[config.mk]
export PLATFORM = sky130hd
export DESIGN_NAME = jtag_scan_master
export DESIGN_NICKNAME = d
export VERILOG_FILES = /design/src/rtl/jtag_scan_master.sv
export SDC_FILE = /design/constraint.sdc
export NUM_CORES = 1
export LEC_CHECK = 0
export CORE_MARGIN = 2
export CORE_UTILIZATION = 35
export DETAILED_ROUTE_END_ITERATION = 10
export REMOVE_ABC_BUFFERS = 1
export SYNTH_ARGS = -nofsm -noshare
export SYNTH_HDL_FRONTEND = slang
export SYNTH_SLANG_ARGS = --single-unit
[constraint.sdc]
create_clock -name clk -period 13.37 [get_ports clk]
set_clock_uncertainty 0.05 [all_clocks]
set_input_delay 4.011 -clock clk [delete_from_list [all_inputs] [get_ports clk]]
set_output_delay 4.011 -clock clk [all_outputs]
set_load 0.01 [all_outputs]
[src/rtl/jtag_scan_master.sv]
// jtag_scan_master: turns one scan command (TAP reset, IR scan, DR scan or
// idle clocking) into a TCK/TMS/TDI sequence and returns the captured TDO bits.
module jtag_scan_master #(
    parameter int IR_LEN  = 6,
    parameter int DR_MAX  = 41,
    parameter int CLK_DIV = 4,
    parameter int LW      = $clog2(DR_MAX + 1)
) (
    input  logic              clk,
    input  logic              rst,
    input  logic              cmd_valid,
    output logic              cmd_ready,
    input  logic [1:0]        cmd_op,
    input  logic [LW-1:0]     cmd_len,
    input  logic [DR_MAX-1:0] cmd_data,
    output logic              rsp_valid,
    input  logic              rsp_ready,
    output logic [DR_MAX-1:0] rsp_data,
    output logic              rsp_err,
    output logic              tap_sync,
    output logic              tck,
    output logic              tms,
    output logic              tdi,
    input  logic              tdo
);

    localparam int CW = $clog2(DR_MAX + IR_LEN + 8);
    localparam int DW = $clog2(2 * CLK_DIV);

    localparam logic [1:0] OP_RST = 2'b00;
    localparam logic [1:0] OP_IR  = 2'b01;
    localparam logic [1:0] OP_DR  = 2'b10;

    typedef enum logic [1:0] {S_IDLE, S_RUN, S_RESP} state_t;

    state_t            state_q, state_d;
    logic [1:0]        op_q;
    logic [LW-1:0]     len_q;
    logic [DR_MAX-1:0] data_q;
    logic [DR_MAX-1:0] sel_q;     // one-hot: bit index of the current/next shift cycle
    logic [DR_MAX-1:0] rsp_q;
    logic [CW-1:0]     k_q;       // TCK cycle index within the command
    logic [DW-1:0]     div_q;     // clk count within the TCK cycle
    logic              tck_q, tms_q, tdi_q, err_q, sync_q;

    logic              reject, rise, fall;
    int unsigned       nsh, pre, total, kc, kn;
    logic              shift_cur, shift_nxt, tms_nxt, last_cyc;
    logic [DR_MAX-1:0] sel_nx;

    assign cmd_ready = (state_q == S_IDLE);
    assign rsp_valid = (state_q == S_RESP);
    assign rsp_data  = rsp_q;
    assign rsp_err   = err_q;
    assign tap_sync  = sync_q;
    assign tck       = tck_q;
    assign tms       = tms_q;
    assign tdi       = tdi_q;

    // TCK edges: high phase starts after CLK_DIV low cycles, cycle ends after 2*CLK_DIV
    assign rise = (state_q == S_RUN) && (div_q == DW'(CLK_DIV - 1));
    assign fall = (state_q == S_RUN) && (div_q == DW'(2 * CLK_DIV - 1));

    // Command legality: scans need a known TAP state and a sane length
    always_comb begin
        reject = 1'b0;
        if (cmd_op != OP_RST && !sync_q) reject = 1'b1;
        if (cmd_op == OP_DR && (cmd_len == '0 || 32'(cmd_len) > DR_MAX)) reject = 1'b1;
        if (cmd_op == 2'b11 && cmd_len == '0) reject = 1'b1;
    end

    // Per-op TMS schedule: shift window [pre, pre+nsh), total K cycles
    always_comb begin
        nsh   = 0;
        pre   = 0;
        total = 32'(len_q);
        case (op_q)
            OP_RST:  total = 6;
            OP_IR:   begin nsh = IR_LEN;       pre = 4; total = IR_LEN + 6;       end
            OP_DR:   begin nsh = 32'(len_q);   pre = 3; total = 32'(len_q) + 5;   end
            default: ;
        endcase
        kc        = 32'(k_q);
        kn        = kc + 1;
        shift_cur = (kc >= pre) && (kc < pre + nsh);
        shift_nxt = (kn >= pre) && (kn < pre + nsh);
        last_cyc  = (kn == total);
        case (op_q)
            OP_RST:  tms_nxt = (kn < 5);
            OP_IR:   tms_nxt = (kn < 2) || (kn == pre + nsh - 1) || (kn == pre + nsh);
            OP_DR:   tms_nxt = (kn == pre + nsh - 1) || (kn == pre + nsh);
            default: tms_nxt = 1'b0;
        endcase
        sel_nx = shift_cur ? (sel_q << 1) : sel_q;
    end

    // Next-state logic
    always_comb begin
        state_d = state_q;
        case (state_q)
            S_IDLE:  if (cmd_valid) state_d = reject ? S_RESP : S_RUN;
            S_RUN:   if (fall && last_cyc) state_d = S_RESP;
            S_RESP:  if (rsp_ready) state_d = S_IDLE;
            default: state_d = S_IDLE;
        endcase
    end

    // State register
    always_ff @(posedge clk) begin
        if (rst) state_q <= S_IDLE;
        else     state_q <= state_d;
    end

    // Datapath: command latch, TCK generation, TMS/TDI drive, TDO capture
    always_ff @(posedge clk) begin
        if (rst) begin
            op_q   <= '0;
            len_q  <= '0;
            data_q <= '0;
            sel_q  <= '0;
            rsp_q  <= '0;
            k_q    <= '0;
            div_q  <= '0;
            tck_q  <= 1'b0;
            tms_q  <= 1'b1;
            tdi_q  <= 1'b0;
            err_q  <= 1'b0;
            sync_q <= 1'b0;
        end else begin
            case (state_q)
                S_IDLE: if (cmd_valid) begin
                    op_q   <= cmd_op;
                    len_q  <= cmd_len;
                    data_q <= cmd_data;
                    sel_q  <= DR_MAX'(1);
                    rsp_q  <= '0;
                    k_q    <= '0;
                    div_q  <= '0;
                    tck_q  <= 1'b0;
                    tdi_q  <= 1'b0;
                    err_q  <= reject;
                    // First TMS of every schedule is 1 except idle clocking
                    if (!reject) tms_q <= (cmd_op != 2'b11);
                end
                S_RUN: begin
                    if (fall) begin
                        div_q <= '0;
                        tck_q <= 1'b0;
                        sel_q <= sel_nx;
                        if (last_cyc) begin
                            tdi_q <= 1'b0;
                            if (op_q == OP_RST) sync_q <= 1'b1;
                        end else begin
                            k_q   <= k_q + CW'(1);
                            tms_q <= tms_nxt;
                            tdi_q <= shift_nxt ? |(data_q & sel_nx) : 1'b0;
                        end
                    end else begin
                        div_q <= div_q + DW'(1);
                        if (rise) begin
                            tck_q <= 1'b1;
                            if (shift_cur) rsp_q <= rsp_q | (sel_q & {DR_MAX{tdo}});
                        end
                    end
                end
                default: ;
            endcase
        end
    end

endmodule

### Word level (Yosys, flattened, before mapping)

Index checks and enable logic that the tools add are counted.

* bitwise operators: 3
* $lt $le $gt $ge: 7
* reduce and logical (&&, ||, !) cells: 28
* shift-type cells: 0
* eq/ne operators: 22
* multipliers: 0
* mux-type cells: 41
* add/subtract/negate cells: 6
* divide/modulo/power cells: 0

Operator list (count)
* 41-bit two-way mux: 7
* 41-bit case mux with 2 select lines: 2
* 7-bit by 32-bit equality test with 1-bit output: 3
* 41-bit bitwise AND: 2
* 41-bit bitwise OR: 1
* 41-bit OR reduction: 1
* 32-bit adder: 1
* 6-bit by 32-bit greater-or-equal comparator with 1-bit output: 1
* 7-bit by 32-bit greater-or-equal comparator with 1-bit output: 1
* 6-bit by 32-bit less-than comparator with 1-bit output: 1
* 7-bit by 32-bit less-than comparator with 1-bit output: 1
* 32-bit by 1-bit subtractor with 32-bit output, second input constant: 1
* 6-bit case mux with 2 select lines: 2
* 7-bit case mux with 3 select lines: 1
* 6-bit two-way mux: 3
* 2-bit inequality test, second input constant: 8
* 1-bit two-way mux: 13
* 3-bit case mux with 2 select lines: 2
* 5-bit AND reduction: 2
* 3-bit AND reduction: 3
* 2-bit equality test, second input constant: 4
* 1-bit logical AND: 8
* 2-bit two-way mux: 4
* 4-bit AND reduction: 2
* other kinds (22): 33

* memories kept: 0
* ROM bits: 0
* logic and storage cells: 120
* RAM bits: 0
* input bits: 54
* output and inout bits: 48
* bits in latches: 0
* bits in registers: 147

### Logic depth before layout (Yosys ltp)

Gate-level depths: netlist of run 1.

* depth after elaboration: 12
* mapped depth: 18
* gate-level depth less buffers: 16

### Least setup slack after synthesis of run 1

No wires, ideal clock.

* path kind: input -> register
* from: input cmd_len[1]
* to: register tms_q (netlist: tms)
* setup slack: 7.754 ns
* data required time: 13.198 ns
* stages: 8
* data arrival time: 5.444 ns
* library setup time: 0.122 ns
* cell sequence: or2_2 -> a21oi_1 -> nor3b_1 -> o21ai_0 -> o21ai_0 -> a21oi_1 -> mux2_2 -> o32a_1

* cells in the longest elaborated chain, start to end: 7
* elaborated cells between the ends (all ways): 9
* those cells by class: order compare: 1; eq/ne: 1; mux: 2; reduce/logical: 5

Ends and longest elaborated chain
* start: declaration: line 14 `input logic [LW-1:0] cmd_len,`
* 6-bit greater-than comparator or 6-bit zero test (tied branches): line 68, 69
* 1-bit logical OR: line 68 `if (cmd_op == OP_DR && (cmd_len == '0 || 32'(cmd_len) > DR_MAX)) reject = 1'b1;`
* 1-bit logical AND: line 68
* 1-bit two-way mux: line 68
* 1-bit two-way mux *: line 69 `if (cmd_op == 2'b11 && cmd_len == '0) reject = 1'b1;`
* 2-bit inequality test (no line) *
* 5-bit AND reduction (no line) *
* end signal: assignment: line 143 `if (!reject) tms_q <= (cmd_op != 2'b11);`
* end signal: assignment: line 155 `tms_q <= tms_nxt;`
* end: declaration: line 44 `logic tck_q, tms_q, tdi_q, err_q, sync_q;`

Every way passes the cells marked *; elsewhere a longest branch is shown, timed or not.
A chain may end at the register's enable or synchronous reset.

### Worst setup path after layout of run 1

* from: input cmd_valid
* to: register tms_q (netlist: tms)

* cells in the longest elaborated chain, start to end: 2

Ends and longest elaborated chain
* start: declaration: line 11 `input logic cmd_valid,`
* 2-bit inequality test (no line)
* 5-bit AND reduction (no line)

No other way between the ends.

==> results, run 1 <==
- The flow ran to the end, and the final reports show no timing, DRC or antenna violations.
- The number of pins with negative max-slew slack in the final report came to 0.
- Final hold analysis gives a worst-case slack of 0.4045 ns.
- The clock root buffer is clkbuf_16.
- The hold violation count in the final report is 0.
- The top routing layer in use is met4.
- Of the post-synthesis cell area, the dominant cell type holds 40.62%.
- The cell area after technology mapping is 7244 µm².
- Each instance of the synthesized netlist takes up on average 7.943 µm².
- The number of antenna cells inserted is 0.
- Dividing the detail-routed wire length by the instance count gives about 16 µm.
- The initial utilization of the core area, before any placement, comes to 35.69%.
- For this block, wires on met1 add up to 10080 µm.
- The insertion delay of the later-clocked pin in the worst-skew pair is around 0.43 ns.
- The fraction of synthesis flops using an asynchronous set or reset pin is 0%.
- The path class of the tightest hold or removal check is flop to flop.
- After routing the design area is 8965 µm².
- The areal power density over the cells is 121.6 nW/µm².
- The total of cells resized after clock tree synthesis is 0.
- The first global-routing pass estimated 33370 µm of wire.
- Of all nets on the critical path, the largest fanout is 52.
- The count of antenna-violating nets left after detailed routing is 0.
- Summed over all layers, the global routing overflow is 0.
- The floorplan die width is 147.9 µm.
- The area of the die is 21870 µm².
- The number of enable-type register cells in the synthesized netlist is 0.
- At the pin with the least slew margin, the transition time is 1.089 ns.
- The startpoint class of the critical path is an input port.
- The achievable frequency is ~160 MHz.
- between 100 and 150 I/O pins were placed.
- After synthesis the netlist holds a flip-flop and latch count of 147.
- Compared with the post-synthesis result, the final layout area differs by 23.75%.
- After layout, the minimum clock period comes to between 6 and 7 ns.
- The leakage power total is 3.213 nW.
- The multi-input logic area is ~4000 µm².
- The instance area at placement is around 8400 µm².
- Of the cells placed in the final design, the portion with a size suffix greater than 1 is 7.374%.
- By instance count, the leading cell after synthesis is nand2_1.
- The floorplan step set the die height to 147.9 µm.
- The signal arrival time at the worst endpoint is 6.67 ns.
- The clock tree buffer depth is 2.
- The number of max-cap violations is 0.
- Registers take 2943 µm².
- The total iterations of the first detailed-routing run is 4.
- The accumulated negative setup slack is 0 ns.
- By startpoint and endpoint, the worst setup path is classified as input port to flop.
- The core region is ~20000 µm².
- Setup repair after global routing left no endpoint under its margin.
- Setup violations remaining at the end of the flow were counted as 0.
- The number of clock buffers added by TritonCTS is 17.
- The maximum level of the CTS H-tree is 4.
- The routed length on met2 is 9287 µm.
- The met3 routed wirelength is 990 µm.
- STA classifies the critical path endpoint as a flop.
- For this run, the leading register cell type out of synthesis is dfxtp_1.
- After synthesis, the most frequently instantiated cells are nand2_1 (168), a21oi_1 (157), dfxtp_1 (147), nor2_1 (70), nand3_1 (64).
- After detailed routing, the number of vias per cell comes to roughly 5.2.
- The number of antenna violations at the first check in global routing was 0.
- The number of vias after detailed routing is 6608.
- Sequential cells were found to cover slightly above 40% of the synthesized design area.
- The maximum number of pins on one net before global-route repair is a little under 100.
- The final total power is ~1.1 mW.
- The ratio of final minimum period to clock period is between 40 and 50%.
- The sum of routed wire length over all layers is 20550 µm.
- During synthesis, Yosys emitted a total of 0 warnings.
- The via count of the first global-routing pass came to between 6000 and 7000.
- The clock-pin transition on the worst setup and hold timing paths is ~0.060 ns.
- The final layout contains 1060 nets.
- The largest total area in the synthesized netlist belongs to dfxtp_1.
- After detailed routing, the number of remaining DRC violations is 0.
- For the worst setup path, the data required time is 13.64 ns.
- Synthesis instantiated 69 different standard cells from the library.
- After synthesis, the cell types taking the most area are dfxtp_1 (41%), a21oi_1 (11%), nand2_1 (8.7%).
- The relative slew slack is 27.38%.
- The clock net in this run drives a total of 147 sinks.
- The standard-cell row count is 52.
- In the global route stage, overall resource usage came out at between 10% and 20%.
- TritonCTS built the clock tree.
- The delay contributed by the slowest stage of the critical path is 0.89 ns.
- The total of hold buffers inserted after clock tree synthesis is 0.
- The initial DRC count is ~510.
- The number of setup buffers added after CTS is 0.
- After technology mapping, the gate count stands at 912.
- Port buffering added ~100 buffers.
- Detailed placement finished with a half-perimeter wire length of 13760 µm.
- The slowest library cell on the worst path is and2_2.
- The maximum vdd ir drop is 0.00009878 V.
- The fill cell total of the finished layout is 2082.
- At the end of routability-driven placement, the weighted congestion stood at ~0.87.
- Traced cell by cell, the critical path runs through clkdlybuf4s50_1, and2_2, o22ai_1, a21oi_1, mux2_2, o32a_1.
## routing by layer
layer	vias to the layer above	track usage, %
met4	0	4.286
met2	147	29.40
met1	3127	27.07
met3	15	4.290
li1	3319	-
met5	-	0
## through the flow
stage / instances / worst slack (ns) / util, %
final: 1260 / 6.975 / 44.16
after detailed placement: 1228 / 6.537 / 41.29
after global placement: 1228 / 6.584 / 41.29
after global routing: 1260 / 6.811 / 44.16
after CTS: 1260 / 6.988 / 44.16
after floorplan: 851 / 6.295 / -
## cell families (layout without fill, tap and decap cells)
kind of cell    after synthesis  in the layout  synth area share [%]
simple gates                363            363                 22.50
fa+ha+maj                    32             32                 5.561
mux                          21             21                 3.230
xor+xnor                     24             24                 3.299
compound gates              248            248                 20.17
flops                       147            147                 40.62
buf+inv                      77            155                 4.611
## cell type report
type | instances | share of cell area [%]
multi-input combinational | 688 | 44.48
clock inverter | 14 | 1.605
tap | 270 | 3.768
inverter | 16 | 0.6699
clock buffer | 18 | 4.899
timing repair buffer | 107 | 11.75
sequential | 147 | 32.83
## flip-flops by register name, summed over array words and instances (netlist names)
name,cells
data_q,41
rsp_data,41
sel_q,41
k_q,6
len_q,6
div_q,3
op_q,2
state_q,2
rsp_err,1
tap_sync,1
tck,1
tdi,1
tms,1
## worst max-delay path, delay by kind of cell
family          cells  cell delay [ns]
mux                 1             0.36
buf+inv             1             0.53
compound gates      3             0.88
simple gates        1             0.89
## layout by cell type (no fill, tap or decap), types with 10 or more instances in the layout
cell type | synthesis | routed
mux2_2 | 19 | 19
nand2_1 | 168 | 166
inv_1 | 16 | 16
clkdlybuf4s50_1 | 0 | 100
o21ai_0 | 20 | 20
nand3_1 | 64 | 64
nor2_1 | 70 | 70
xor2_1 | 10 | 10
a21boi_0 | 11 | 11
xnor2_1 | 11 | 11
ha_1 | 28 | 28
clkbuf_16 | 0 | 17
nor2b_1 | 11 | 11
a21oi_1 | 157 | 157
dfxtp_1 | 147 | 147
a22oi_1 | 14 | 14
## power by group
part,internal [mW],switching (mW),leakage (nW)
Sequential,0.451,0.0109,1.19
Clock,0.267,0.209,0.280
Combinational,0.0587,0.0935,1.74
## path summary, 6_finish.rpt
path	start	end	slack, ns	depth (start not counted)
max	cmd_valid	tms$_SDFFE_PP1P_	6.98	6
min	data_q[14]$_SDFFE_PP0P_	data_q[14]$_SDFFE_PP0P_	0.40	2
max reg2reg	op_q[0]$_SDFFE_PP0P_	tdi$_SDFFE_PP0P_	7.90	16
min reg2reg	data_q[14]$_SDFFE_PP0P_	data_q[14]$_SDFFE_PP0P_	0.40	2
Note: power is estimated with default switching activity, not from simulation.
==> inputs of run 2 (changes only) <==
==> constraint.sdc (replaced) <==
create_clock -name clk -period 6.6 [get_ports clk]
set_clock_uncertainty 0.05 [all_clocks]
set_input_delay 1.98 -clock clk [delete_from_list [all_inputs] [get_ports clk]]
set_output_delay 1.98 -clock clk [all_outputs]
set_load 0.01 [all_outputs]
==> results, run 2 (synthesized netlist as in run 1, its figures left out) <==
- The estimated wirelength of the detail-placed design is 14190 µm (+3.1%).
- The number of max-cap violations came to 0 (unchanged).
- The slowest library cell on the worst path is fa_1.
- The number of pins with negative max-slew slack in the final report was 0 (unchanged).
- The type of the most critical hold path is flop to flop.
- The maximum number of pins on one net before global-route repair is 96 (-1.0%).
- The worst setup path is captured at a flop.
- The clock period could shrink to around 5.3 ns.
- The area of the die is 21870 µm² (unchanged).
- The transition time of the tightest slew-check pin is 1.024 ns (-0.06522 ns).
- The insertion delay of the later-clocked pin in the worst-skew pair came to 0.43 ns (about the same).
- The post-route cell area was 8951 µm² (-0.15%).
- The number of antenna violations at the first check in global routing is 0 (unchanged).
- The global-route usage over all layers came to 19.26% (+0.26 points).
- The maximum vdd ir drop was 0.0001817 V (+84%).
- The signal arrival time at the worst endpoint is 5.54 ns (-1.13 ns).
- The switching power came to 0.6121 mW (+96%).
- The area growth from synthesis to layout is 23.56%.
- The count of antenna-violating nets left after detailed routing is 0 (unchanged).
- The final-report setup violation count is 0 (unchanged).
- The library cell used most frequently in the layout, excluding fill and tap cells, is nand2_1.
- Of the available clock period, the critical path in the final layout requires between 70 and 80%.
- The sum of routed wire length over all layers is 21000 µm (+2.2%).
- The relative slew slack is 31.73% (+4.3 points).
- The top cell types in the final layout, fill and taps aside, are nand2_1 (166), a21oi_1 (157), dfxtp_1 (147), clkdlybuf4s50_1 (100), nor2_1 (70).
- The final global-route overflow total was 0 (unchanged).
- The share of final-layout standard cells stronger than drive strength 1 is 7.460% (+0.086 points).
- The hold violation count in the final report was 0 (unchanged).
- The total of hold buffers inserted after clock tree synthesis is 0 (unchanged).
- Traced cell by cell, the critical path runs through inv_1, ha_1, and3_1, ha_1, fa_1, inv_1, ha_1, a21o_1, maj3_2, maj3_2, a2bb2oi_4, nor2_8, mux2_2, a2111oi_0, nand4_1, o31a_1.
- The final worst-path setup slack was 1.324 ns (-5.651 ns).
- The final routed wire length divided by cell count is 16.64 µm (+2.1%).
- The total DRC errors in the routed layout is 0 (unchanged).
- The achievable frequency is 189.6 MHz.
- The kind of critical path is flop to flop.
- The clock-pin transition on the worst setup and hold timing paths was 0.06 ns (about the same).
- The maximum fanout encountered on the critical timing path came to 25 (-52%).
- The number of vias after detailed routing is 6615 (+0.11%).
- The number of buffers inserted during clock tree synthesis is 17 (unchanged).
- The startpoint of the most critical register-to-register path is op_q[0]$_SDFFE_PP0P_.
- The sequential share of power came to 43.6% (+1.2 points).
- Setup repair after global routing left no endpoint under its margin.
- The global-route wire length before repair is 33950 µm (+1.8%).
- The number of setup buffers added after CTS was 0 (unchanged).
- The maximum level of the CTS H-tree is 4 (unchanged).
- The instance area at placement is 8397 µm² (+0.18%).
- The number of buffers inserted by port buffering is 101 (unchanged).
- Among cell families on the critical path, the largest total delay comes from adder cells.
- The total core area is 20300 µm² (unchanged).
- The delay contributed by the slowest stage of the critical path came to 0.53 ns (-0.36 ns).
- The hold path startpoint is data_q[11]$_SDFFE_PP0P_.
- The tree is rooted in a clkbuf_16.
- The number of antenna cells inserted is 0 (unchanged).
- TritonCTS built the clock tree.
- The fill cell total of the finished layout was 2085 (+0.14%).
- The clock tree buffer depth is 2 (unchanged).
- The final weighted congestion in routability-driven placement is 0.8495 (-2.1%).
- The flow ran to the end, and the final reports show no timing, DRC or antenna violations.
- The count of nets after finishing came to 1062 (+0.19%).
- The standard-cell row count came to 52 (unchanged).
- The height of the die was 147.9 µm (unchanged).
- The top-level I/O count was 102 (unchanged).
- In this run the worst setup path begins at op_q[0]$_SDFFE_PP0P_.
- The total iterations of the first detailed-routing run was 4 (unchanged).
- The initial core utilization is 35.69% (unchanged).
- The leakage power total is 3.213 nW (about the same).
- The areal power density over the cells is 240.5 nW/µm² (+98%).
- The floorplan die width came to 147.9 µm (unchanged).
- The average vias per placed instance is 5.242 (about the same).
- The total internal power is 1.541 mW (+98%).
- The pre-CTS worst setup slack was 1.354 ns (-5.183 ns).
- The via count of the first global-routing pass is 6254 (+0.89%).
- The buffers plus inverters on the worst setup path is 2 (+1).
- The power share of the clock group is 42.3% (-1.3 points).
- By instance count, the cell type seen most on the critical path is ha_1.
- The accumulated negative setup slack is 0 ns (unchanged).
- The smallest hold slack is 0.4066 ns (+0.002125 ns).
- The critical path data required time came to 6.86 ns (-6.78 ns).
- The initial DRC count is 497 (-2.9%).
- The number of sinks driven by the clock tree is 147 (unchanged).
- The share of total power consumed by net switching came to 28.43% (-0.29 points).
- The part of the total power dissipated in combinational logic is 14.1% (about the same).
- STA classifies the critical path startpoint as a flop.
- The total of cells resized after clock tree synthesis was 0 (unchanged).
-- run 2: worst paths after layout --
| path | to | slack, ns | cells past startpoint |
|---|---|---|---|
| worst max-delay path | tdi$_SDFFE_PP0P_ | 1.32 | 16 |
| worst min-delay path | data_q[11]$_SDFFE_PP0P_ | 0.41 | 2 |
| worst max register to register | tdi$_SDFFE_PP0P_ | 1.32 | 16 |
| worst min register to register | data_q[11]$_SDFFE_PP0P_ | 0.41 | 2 |
-- run 2: cell type report --
cell class / instances / area [µm²] / share of cell area, %
sequential: 147 / 2943 / 32.88
multi-input combinational: 688 / 3988 / 44.55
timing repair buffer: 109 / 1069 / 11.94
tap: 270 / 337.8 / 3.774
clock buffer: 20 / 456.7 / 5.102
inverter: 16 / 60.06 / 0.6710
clock inverter: 12 / 97.59 / 1.090
-- run 2: worst reg2reg max path, stage by stage, from the launching register on --
cell       delay, ns
dfxtp_1         0.40
inv_1           0.11
ha_1            0.40
and3_1          0.27
ha_1            0.20
fa_1            0.53
inv_1           0.10
ha_1            0.28
a21o_1          0.16
maj3_2          0.31
maj3_2          0.34
a2bb2oi_4       0.23
nor2_8          0.42
mux2_2          0.39
a2111oi_0       0.51
nand4_1         0.15
o31a_1          0.31
-- run 2: routing by layer --
| layer | part of all wire [%] | GRT usage, % |
|---|---|---|
| met5 | 0 | 0 |
| met2 | 44 | 29.70 |
| met1 | 50 | 27.95 |
| met4 | 1.3 | 5.048 |
| met3 | 4.6 | 3.210 |
-- run 2: stage by stage --
stage | instances | utilization, % | power (mW)
2_1_floorplan | 851 | - | 1.137
3_3_place_gp | 1230 | 41.36 | 1.258
3_5_place_dp | 1230 | 41.36 | 1.262
4_1_cts | 1262 | 44.10 | 2.167
5_1_grt | 1262 | 44.10 | 2.240
6_report | 1262 | 44.10 | 2.153
-- run 2: power groups by stage --
| stage | Combinational [mW] | Clock, mW | Sequential [mW] |
|---|---|---|---|
| 2_1_floorplan | 0.187 | 0 | 0.950 |
| 3_3_place_gp | 0.300 | 0 | 0.958 |
| 3_5_place_dp | 0.304 | 0 | 0.958 |
| 4_1_cts | 0.305 | 0.924 | 0.939 |
| 5_1_grt | 0.337 | 0.961 | 0.942 |
| 6_report | 0.304 | 0.910 | 0.939 |
==> inputs of run 3 (changes only) <==
==> constraint.sdc (replaced) <==
create_clock -name clk -period 4.4 [get_ports clk]
set_clock_uncertainty 0.05 [all_clocks]
set_input_delay 1.32 -clock clk [delete_from_list [all_inputs] [get_ports clk]]
set_output_delay 1.32 -clock clk [all_outputs]
set_load 0.01 [all_outputs]
==> results, run 3 (synthesized netlist as in run 1, its figures left out) <==
- The area growth from synthesis to layout is 34.27%.
- The estimated wirelength of the detail-placed design is 14730 µm (+3.8%).
- In this run the worst setup path begins at op_q[1]$_SDFFE_PP0P_.
- The fill cell total of the finished layout was 2013 (-3.5%).
- The flow ran to the end, and the final reports show no timing, DRC or antenna violations.
- The number of buffers inserted by port buffering was 101 (unchanged).
- The top cell types in the final layout, fill and taps aside, are nand2_1 (167), a21oi_1 (155), dfxtp_1 (145), clkdlybuf4s50_1 (100), nor2_1 (70).
- The total iterations of the first detailed-routing run is 5 (+1).
- The worst reg-to-reg setup slack is 0.04 ns (-1.28 ns).
- The final weighted congestion in routability-driven placement is 0.8790 (+3.5%).
- The leakage power total is 3.555 nW (+11%).
- By startpoint and endpoint, the worst setup path is classified as flop to flop.
- The smallest hold slack is 0.4082 ns (+0.001599 ns).
- The number of standard cells in the layout, taps in and fillers out is 1316 (+4.3%).
- The achievable frequency is 229.5 MHz (+21%).
- STA classifies the critical path startpoint as a flop.
- The maximum vdd ir drop is 0.0002925 V (+61%).
- The global-route wire length before repair is 34620 µm (+2.0%).
- The number of pins with negative max-slew slack in the final report is 0 (unchanged).
- The number of antenna violations at the first check in global routing is 0 (unchanged).
- The signal arrival time at the worst endpoint is 4.63 ns (-0.91 ns).
- The standard-cell row count is 52 (unchanged).
- The relative slew slack came to 50.56% (+19 points).
- The average vias per placed instance was 5.314 (+1.4%).
- The ratio of final minimum period to clock period was 99.03% (+19 points).
- The number of cells on the worst reg-to-reg path is 17 (+1).
- The count of antenna-violating nets left after detailed routing is 0 (unchanged).
- The critical path data required time is 4.67 ns (-2.19 ns).
- The total core area is 20300 µm² (unchanged).
- The maximum number of pins on one net before global-route repair came to 68 (-29%).
- The total DRC errors in the routed layout is 0 (unchanged).
- The capturing instance or port of the critical path is tdi$_SDFFE_PP0P_.
- The share of final-layout standard cells stronger than drive strength 1 is 14.91% (+7.5 points).
- The clock-pin transition on the worst setup and hold timing paths was 0.07 ns (about the same).
- The number of vias after detailed routing is 6993 (+5.7%).
- The top-level I/O count was 102 (unchanged).
- The hold violation count in the final report came to 0 (unchanged).
- The height of the die is 147.9 µm (unchanged).
- TritonCTS built the clock tree.
- The worst setup path is captured at a flop.
- The area of the die is 21870 µm² (unchanged).
- The final-report setup violation count is 0 (unchanged).
- The worst register-to-register path begins at op_q[1]$_SDFFE_PP0P_.
- The number of antenna cells inserted is 0 (unchanged).
- The final total power is 3.448 mW (+60%).
- The final global-route overflow total was 0 (unchanged).
- The insertion delay of the later-clocked pin in the worst-skew pair is 0.44 ns (about the same).
- The via count of the first global-routing pass came to 6512 (+4.1%).
- Leaving out fill and tap cells, the most frequent cell in the layout is nand2_1.
- The accumulated negative setup slack came to 0 ns (unchanged).
- The clock tree buffer depth was 2 (unchanged).
- The worst flop-to-flop path endpoint is tdi$_SDFFE_PP0P_.
- The maximum fanout encountered on the critical timing path is 7 (-72%).
- The initial core utilization is 35.69% (unchanged).
- The hold path startpoint is data_q[0]$_SDFFE_PP0P_.
- The sum of routed wire length over all layers is 23020 µm (+9.6%).
- The time the final worst path needs with I/O delays and setup came to 4.357 ns (-0.9183 ns).
- The cell count after placement is 1257 (+2.2%).
- The path class of the tightest hold or removal check is flop to flop.
- The clock root buffer is clkbuf_16.
- The maximum level of the CTS H-tree is 4 (unchanged).
- The transition time of the tightest slew-check pin is 0.7416 ns (-0.2825 ns).
- The final routed wire length divided by cell count is 17.49 µm (+5.1%).
- The floorplan die width is 147.9 µm (unchanged).
- The count of nets after finishing is 1116 (+5.1%).
- The number of max-cap violations was 0 (unchanged).
- The number of sinks driven by the clock tree is 147 (unchanged).
- The initial DRC count is 508 (+2.2%).
- The global-route usage over all layers is 19.80% (+0.54 points).
- The areal power density over the cells is 354.5 nW/µm² (+47%).
- The number of buffers inserted during clock tree synthesis is 17 (unchanged).
==> run 3: cell type report <==
type                            instances  area (µm²)  area share [%]
Clock buffer                           18       439.2           4.515
Clock inverter                         14       135.1           1.389
Inverter                               16       62.56          0.6432
Multi-Input combinational cell        688        4214           43.32
Sequential cell                       147        2945           30.28
Tap cell                              270       337.8           3.473
Timing Repair Buffer                  163        1593           16.38
==> run 3: worst min path at each step <==
| stage | end | depth (start not counted) |
|---|---|---|
| after CTS | data_q[11]$_SDFFE_PP0P_ | 2 |
| after global routing | data_q[0]$_SDFFE_PP0P_ | 2 |
| after detailed placement | data_q[11]$_SDFFE_PP0P_ | 2 |
| after global placement | rsp_data[14]$_SDFFE_PP0P_ | 2 |
| final | data_q[0]$_SDFFE_PP0P_ | 2 |
| after floorplan | data_q[14]$_SDFFE_PP0P_ | 2 |
==> run 3: per-stage QoR <==
step	area, µm²	setup WS [ns]	util (%)
after floorplan	6970	-1.240	-
after global placement	8622	-0.06683	42.47
after detailed placement	8622	-0.1439	42.47
after CTS	9463	0.009282	46.62
after global routing	9727	-0.02195	47.92
final	9727	0.04271	47.92
==> run 3: worst max-delay path, stage by stage, from the launching register on <==
cell	delay, ns
dfxtp_2	0.33
buf_4	0.14
ha_4	0.17
and3_4	0.18
ha_4	0.15
fa_1	0.52
inv_2	0.06
ha_4	0.21
a21o_1	0.15
maj3_2	0.30
maj3_2	0.35
a2bb2oi_4	0.17
nor2_8	0.19
buf_12	0.15
mux2_4	0.32
a2111oi_4	0.35
nand4_1	0.18
o31a_1	0.26
==> run 3: timing repair <==
item | CTS | global route
hold buffers | 0 | 0
pin swaps | 16 | 16
cloned | 0 | 6
buffers inserted | 16 | 5
setup endpoints to repair | 1 | 43
gates resized for setup | 30 | 25
==> run 3: layer usage <==
layer,part of all wire (%),global-route usage (%),wire length (µm)
met2,46,31.14,10610
met5,0,0,0
met1,46,27.77,10640
met4,1.3,6.000,299
met3,6.4,3.519,1473
==> run 3: where the power goes <==
part           total [mW]  internal, mW  switching [mW]  leakage [nW]
registers            1.41          1.37          0.0400          1.19
logic               0.620         0.291           0.329          2.08
clock network        1.42         0.766           0.650         0.279
total                3.45          2.43            1.02          3.55
